==> src/rtl/four_bits_loader.sv <==
// Load-and-run controller for the four_bits core: buffers host words in a FIFO,
// replays them onto instruc/enable with fixed setup/strobe/gap timing, then clocks the PC.
module four_bits_loader #(
    parameter int IW         = 5,
    parameter int PROG_DEPTH = 16,
    parameter int FIFO_DEPTH = 4,
    parameter int SETUP_CYC  = 2,
    parameter int STROBE_CYC = 2,
    parameter int GAP_CYC    = 2,
    parameter int PC_DIV     = 3
) (
    input  logic                        clk,
    input  logic                        clear,
    input  logic [IW-1:0]               host_data,
    input  logic                        host_valid,
    output logic                        host_ready,
    input  logic                        start,
    input  logic                        halt,
    output logic [IW-1:0]               instruc,
    output logic                        enable,
    output logic                        pc_tick,
    output logic [$clog2(PROG_DEPTH):0] loaded_count,
    output logic                        prog_full,
    output logic                        running
);

    localparam int CW   = $clog2(PROG_DEPTH) + 1;
    localparam int AW   = $clog2(FIFO_DEPTH);
    localparam int MAXC = (SETUP_CYC > STROBE_CYC) ?
                          ((SETUP_CYC > GAP_CYC) ? SETUP_CYC : GAP_CYC) :
                          ((STROBE_CYC > GAP_CYC) ? STROBE_CYC : GAP_CYC);
    localparam int TW   = $clog2(MAXC + 1);
    localparam int DW   = $clog2(PC_DIV);

    localparam logic [TW-1:0] SETUP_LAST  = TW'(SETUP_CYC - 1);
    localparam logic [TW-1:0] STROBE_LAST = TW'(STROBE_CYC - 1);
    localparam logic [TW-1:0] GAP_LAST    = TW'(GAP_CYC - 1);
    localparam logic [DW-1:0] DIV_LAST    = DW'(PC_DIV - 1);
    localparam logic [CW-1:0] PROG_MAX    = CW'(PROG_DEPTH);

    typedef enum logic [2:0] {IDLE, SETUP, STROBE, GAP, RUN} state_t;

    state_t         state;
    logic [AW:0]    wr_ptr, rd_ptr;
    logic [IW-1:0]  mem [FIFO_DEPTH];
    logic [CW-1:0]  accepted;
    logic [TW-1:0]  tcnt;
    logic [DW-1:0]  div;
    logic           fifo_empty, fifo_full, push;

    // Extra pointer MSB distinguishes full from empty when the low bits match.
    assign fifo_empty = (wr_ptr == rd_ptr);
    assign fifo_full  = (wr_ptr[AW] != rd_ptr[AW]) && (wr_ptr[AW-1:0] == rd_ptr[AW-1:0]);
    assign host_ready = !fifo_full && (accepted < PROG_MAX) && (state != RUN);
    assign push       = host_valid && host_ready;
    assign prog_full  = (accepted == PROG_MAX);

    always_ff @(posedge clk)
        if (push) mem[wr_ptr[AW-1:0]] <= host_data;

    always_ff @(posedge clk or posedge clear) begin
        if (clear) begin
            state        <= IDLE;
            wr_ptr       <= '0;
            rd_ptr       <= '0;
            accepted     <= '0;
            tcnt         <= '0;
            div          <= '0;
            instruc      <= '0;
            enable       <= 1'b0;
            pc_tick      <= 1'b0;
            loaded_count <= '0;
            running      <= 1'b0;
        end else begin
            if (push) begin
                wr_ptr   <= wr_ptr + 1'b1;
                accepted <= accepted + 1'b1;
            end
            case (state)
                IDLE: begin
                    tcnt <= '0;
                    if (!fifo_empty) begin
                        instruc <= mem[rd_ptr[AW-1:0]];
                        rd_ptr  <= rd_ptr + 1'b1;
                        state   <= SETUP;
                    end else if (start && loaded_count != '0) begin
                        div     <= '0;
                        running <= 1'b1;
                        state   <= RUN;
                    end
                end
                SETUP: begin
                    if (tcnt == SETUP_LAST) begin
                        tcnt   <= '0;
                        enable <= 1'b1;
                        state  <= STROBE;
                    end else begin
                        tcnt <= tcnt + 1'b1;
                    end
                end
                STROBE: begin
                    if (tcnt == STROBE_LAST) begin
                        tcnt   <= '0;
                        enable <= 1'b0;
                        state  <= GAP;
                    end else begin
                        tcnt <= tcnt + 1'b1;
                    end
                end
                GAP: begin
                    if (tcnt == GAP_LAST) begin
                        tcnt         <= '0;
                        loaded_count <= loaded_count + 1'b1;
                        state        <= IDLE;
                    end else begin
                        tcnt <= tcnt + 1'b1;
                    end
                end
                RUN: begin
                    if (halt) begin
                        pc_tick      <= 1'b0;
                        running      <= 1'b0;
                        loaded_count <= '0;
                        accepted     <= '0;
                        div          <= '0;
                        state        <= IDLE;
                    end else if (div == DIV_LAST) begin
                        pc_tick <= 1'b1;
                        div     <= '0;
                    end else begin
                        pc_tick <= 1'b0;
                        div     <= div + 1'b1;
                    end
                end
                default: state <= IDLE;
            endcase
        end
    end

endmodule

==> config.mk <==
export PLATFORM = sky130hd
export DESIGN_NAME = four_bits_loader
export DESIGN_NICKNAME = d
export VERILOG_FILES = /design/src/rtl/four_bits_loader.sv
export SDC_FILE = /design/constraint.sdc
export NUM_CORES = 1
export LEC_CHECK = 0
export ABC_AREA = 0
export CAP_MARGIN = 15
export CORE_ASPECT_RATIO = 1.4
export CORE_MARGIN = 2
export CORE_UTILIZATION = 50
export CTS_CLUSTER_DIAMETER = 120
export DETAILED_ROUTE_END_ITERATION = 6
export PLACE_DENSITY = 0.75
export SYNTH_ARGS = -nofsm -noshare
export SYNTH_HDL_FRONTEND = slang
export SYNTH_SLANG_ARGS = --single-unit
==> constraint.sdc <==
create_clock -name clk -period 1.6 [get_ports clk]
set_input_delay 0.32 -clock clk [delete_from_list [all_inputs] [get_ports clk]]
set_output_delay 0.32 -clock clk [all_outputs]
set_load 0.005 [all_outputs]
# Word-level counts from Yosys, hierarchy flattened
# Memory sizes are Yosys's and may differ from the RTL's. A register that Yosys moved wholly into a read port is not among the register bits.
# Cells that the tools add are included.
[word_totals] register_bits=26 ramBits=20 elab_cells=87 memories=1
[op_classes] add_sub_neg=6 order_cmp=1 eq_ne=18 mux=31 bitwise=1 n_reduce_logical=19
[memory_table] memory="mem" depth=4 word_bits=5 read_ports=1 rd_ports_with_merged_regs=1 write_ports=1 line_no="45" text="logic [IW-1:0] mem [FIFO_DEPTH];"
[ops] cell="two-way mux 5 bit" count=5
[ops] cell="two-way mux 3 bit" count=6
[ops] cell="one-hot mux 3 bit (5 select lines)" count=1
[ops] cell="!= test 2 bit, second input constant" count=6
[ops] cell="adder 5 x 1 -> 5 bit, second input constant" count=2
[ops] cell="two-way mux 2 bit" count=5
[ops] cell="one-hot mux 5 bit (2 select lines)" count=1
[ops] cell="two-way mux 1 bit" count=9
[ops] cell="AND reduction 3 bit" count=3
[ops] cell="one-hot mux 2 bit (2 select lines)" count=2
[ops] cell="nonzero test 2 bit" count=4
[ops] cell="adder 3 x 1 -> 3 bit, second input constant" count=2
[ops] cell="== test 3 x 2 -> 1 bit, second input constant" count=2
[ops] cell="!= test 3 bit, second input constant" count=2
[ops] cell="== test 5 bit, second input constant" count=1
[ops] cell="logical AND 1 bit" count=5
[ops] cell="< comparator 5 bit, second input constant" count=1
[ops] cell="AND reduction 5 bit" count=1
[ops] cell="nonzero test 5 bit" count=1
[ops] cell="adder 2 x 1 -> 2 bit, second input constant" count=2
[ops] cell="one-hot mux 1 bit (2 select lines)" count=2
[ops] cell="AND reduction 4 bit" count=1
[ops] cell="== test 3 x 1 -> 1 bit, second input constant" count=1
[ops] cell="== test 3 bit" count=1
[ops] cell="other kinds (10)" count=10

# Longest topological paths before layout
[depth] depth_word=9 depth_mapped=6 mapped_depth_nobuf=6

# Least setup slack after synthesis
# OpenSTA, ideal clock, no wires.
[synth_path] kind="register to register" from="register state[1]" to="register instruc[0], read port of mem" arrival_time_ps=1476 t_required_ps=1475 setup_slack_ps=-1 stages_incl_launch_ff=5 cell_sequence="dfrtp_1 -> buf_6 -> or3_4 -> a31oi_4 -> mux2_2"
[synth_via] elab_chain_len=2
[synth_lines] element="from (decl)" line_no="43" text="state_t state;"
[synth_lines] element="from (signal assigned)" line_no="63" text="state <= IDLE;"
[synth_lines] element="from (signal assigned)" line_no="85" text="state <= SETUP;"
[synth_lines] element="from (signal assigned)" line_no="89" text="state <= RUN;"
[synth_lines] element="logical NOT 3 bit" line_no="79" text="case (state)"
[synth_lines] element="AND reduction 2 bit (no line)"
[synth_lines] element="to (decl)" line_no="19" text="output logic [IW-1:0] instruc,"
# No other way between the ends.
# A chain may end at the register's enable or synchronous reset.

# Worst setup path after layout
[layout_path] from="register rd_ptr[2]" to="memory mem[3][4] (enable)"
[layout_via] elab_chain_len=8
[layout_lines] element="from (decl)" line_no="44" text="logic [AW:0] wr_ptr, rd_ptr;"
[layout_lines] element="from (signal assigned)" line_no="84" text="rd_ptr <= rd_ptr + 1'b1;"
[layout_lines] element="!= test 1 bit" line_no="53" text="assign fifo_full = (wr_ptr[AW] != rd_ptr[AW]) && (wr_ptr[AW-1:0] == rd_ptr[AW-1:0]);"
[layout_lines] element="logical AND 1 bit" line_no="53"
[layout_lines] element="logical NOT 1 bit" line_no="54" text="assign host_ready = !fifo_full && (accepted < PROG_MAX) && (state != RUN);"
[layout_lines] element="logical AND 1 bit (2 in a row)" line_no="54"
[layout_lines] element="logical AND 1 bit" line_no="55" text="assign push = host_valid && host_ready;"
[layout_lines] element="two-way mux 1 bit" line_no="59" text="if (push) mem[wr_ptr[AW-1:0]] <= host_data;"
[layout_lines] element="two-way mux 1 bit (implied by the code)" line_no="59"
[layout_lines] element="to (decl)" line_no="45"
# No other way between the ends.

==> results.cfg <==
[timing]
fin_ws_ps = -59.1
holdWs_ps = 379
rsz0062_at_grt = true
post-route-period-util = 1.04
skew_ps = 5.18
drv_slew = 0
hold_viol_final = 0
finalSetupViolations = 12
max_freq_mhz = 603
tightest_slew_ps = 536
period_needed_ps = 1660
slew_headroom = 0.638

[setup_path]
worst-setup-path-type = reg -> reg
critical_path_arrival_ps = 1680
path_cells = xor2_2 -> buf_4 -> a31oi_2 -> and3_2
crit_slowest_cell = dfrtp_2
setup.worst_path.start = rd_ptr[2]
startpoint_type = flip-flop
crit_required_ps = 1620
critPathMaxStageDelay_ps = 450
rr_endpoint = mem[3][4]
endpoint_kind = flip-flop
r2r-start = rd_ptr[2]
critPathMaxFanout = 6
ff2ff_setup_slack_ps = -60
reg2reg_depth = 4

[placement]
hpwl_um = 3540
gp_congestion = 0.796
post-place-cells = 290
pre_cts_ws_ps = -256
numPortBuffers = 24

[cts]
cts_tree = yes
cts_root_buf = clkbuf_8
clk_pin_slew_worst_paths_ps = 100
clockBufferDepth = 2
cts_htree_levels = 2
cts_sinks = 51
numCtsBuffers = 5
clk_latency_ps = 310

[hold_path]
hp-class = in -> async

[yosys]
synth_top_flop_cell = dfrtp_1
syn_inst = 181
ys_warn_count = 0
ys_seq_area_frac = 0.575
syn-num-nets = 200
synthTopCellsByArea = dfrtp_1 32%, edfxtp_1 25%, ha_1 4.7%
synth.most_common_cell = dfrtp_1
synth_edf_count = 20
synth_top_area_frac = 0.324
synth_common_cells = 31 x dfrtp_1, 20 x edfxtp_1, 16 x nand2_1
synthDistinctLibCells = 45
async_flop_share = 0.608
synth_seq_cells = 51
syn_area_per_cell_um2 = 13.2
netlist_area_mm2 = 0.00239
yosysTopAreaCell = dfrtp_1

[floorplan]
core_mm2 = 0.00457
fp.dieW_um = 62.5
num_io_pins = 25
die_y_um = 85.9
row_count = 29
dieArea_mm2 = 0.00537
start_util = 0.524

[detailed_routing]
wl_um = 4950
vias = 1672
dr.pass1.iters = 4
drt_iter0_markers = 111
drc = 0
wl_per_cell_um = 16.2
via_per_inst = 5.48
postRouteAntennaNets = 0

[power]
ir_drop_v = 0.00127
p_leak_nw = 1.33
p_total_mw = 6.09
p_per_area_mw_per_mm2 = 1930

[run]
cap_violations = 0

[global_route]
antenna_found_initial = 0
grt.total_usage = 0.207
grt_pass1_vias = 1781
grt_pass1_wl_um = 8470
overflow = 0
grt_max_degree = 32

[cells_and_area]
fin_util = 0.691
area_growth_pct = 32.0
nNetsFinal = 261
diodes = 0
fin_cells = 305
drive_gt1_frac = 0.342

[run_status]
violations = setup timing
outcome = complete, but fails checks
## sequential cells by signal, indices dropped and copies added (netlist names), 2 cells and up
signal / cells
mem: 20
accepted: 5
instruc: 5
loaded_count: 5
rd_ptr: 3
state: 3
wr_ptr: 3
div: 2
tcnt: 2
## where the power goes
group | total [mW] | switching (mW) | internal, mW
Sequential | 2.15 | 0.353 | 1.80
Clock | 0.774 | 0.452 | 0.322
Combinational | 3.17 | 1.37 | 1.80
Total | 6.09 | 2.17 | 3.92
## cell type report
cell class / count / area, um2
Clock buffer: 5 / 68.8
Clock inverter: 3 / 26.3
Fill cell: 360 / 1410
Inverter: 11 / 41.3
Multi-Input combinational cell: 114 / 1050
Sequential cell: 51 / 1380
Tap cell: 62 / 77.6
Timing Repair Buffer: 59 / 518
## cells by family after synthesis
group	count (synthesis)	synth area share
buffers and inverters	16	0.0334
DFF	51	0.575
adders and majority gates	9	0.0470
AOI/OAI and AO/OA	27	0.0789
xor gates and xnor gates	11	0.0559
and+or+nand+nor	53	0.122
muxes	14	0.0883
## critical path: cells and delay by family, from the launching register on
kind / cells / cell delay [ps]
compound gates: 1 / 250
xor+xnor: 1 / 200
buf+inv: 1 / 140
flops: 1 / 450
simple gates: 1 / 330
## metrics by stage
step | setup TNS (ps) | cell area [um2]
floorplan | -5.54 | 2390
global placement | -4230 | 2900
detailed placement | -5400 | 2900
CTS | -49.2 | 3070
global route | -2810 | 3160
finish | -535 | 3160
## placed cells by master (no fill, tap or decap), drive strengths merged, types with 3 or more instances in the layout
| master | count |
|---|---|
| buf | 37 |
| dfrtp | 31 |
| clkdlybuf4s50 | 20 |
| edfxtp | 20 |
| nand2 | 16 |
| inv | 13 |
| o21ai | 12 |
| nand3 | 10 |
| ha | 9 |
| mux2 | 7 |
| nor2 | 6 |
| xor2 | 6 |
| mux4 | 5 |
| clkbuf | 5 |
| xnor2 | 5 |
| and3 | 5 |
| a21oi | 3 |
## worst max path at each step
stage | endpoint | slack (ps) | cells after the start
2_1_floorplan | instruc[0] | -0.9 | 4
3_3_place_gp | mem[3][0] | -210 | 4
3_5_place_dp | mem[3][2] | -260 | 4
4_1_cts | host_ready | -50 | 5
5_1_grt | wr_ptr[2] | -120 | 5
6_report | mem[3][4] | -60 | 4
## per-layer routing
metal	up-vias	GRT usage	part of all wire
met1	834	0.238	0.38
met3	14	0.0394	0.031
met2	48	0.376	0.56
li1	776	-	-
met5	-	0	0
met4	0	0.0869	0.029
## timing repair
action / 4_1_cts / 5_1_grt
hold buffers: 0 / 0
gates resized for setup: 30 / 15
pin swaps: 7 / 8
setup buffers: 2 / 5
endpoints found under the setup margin: 35 / 40
(Power assumes the default switching activity.)
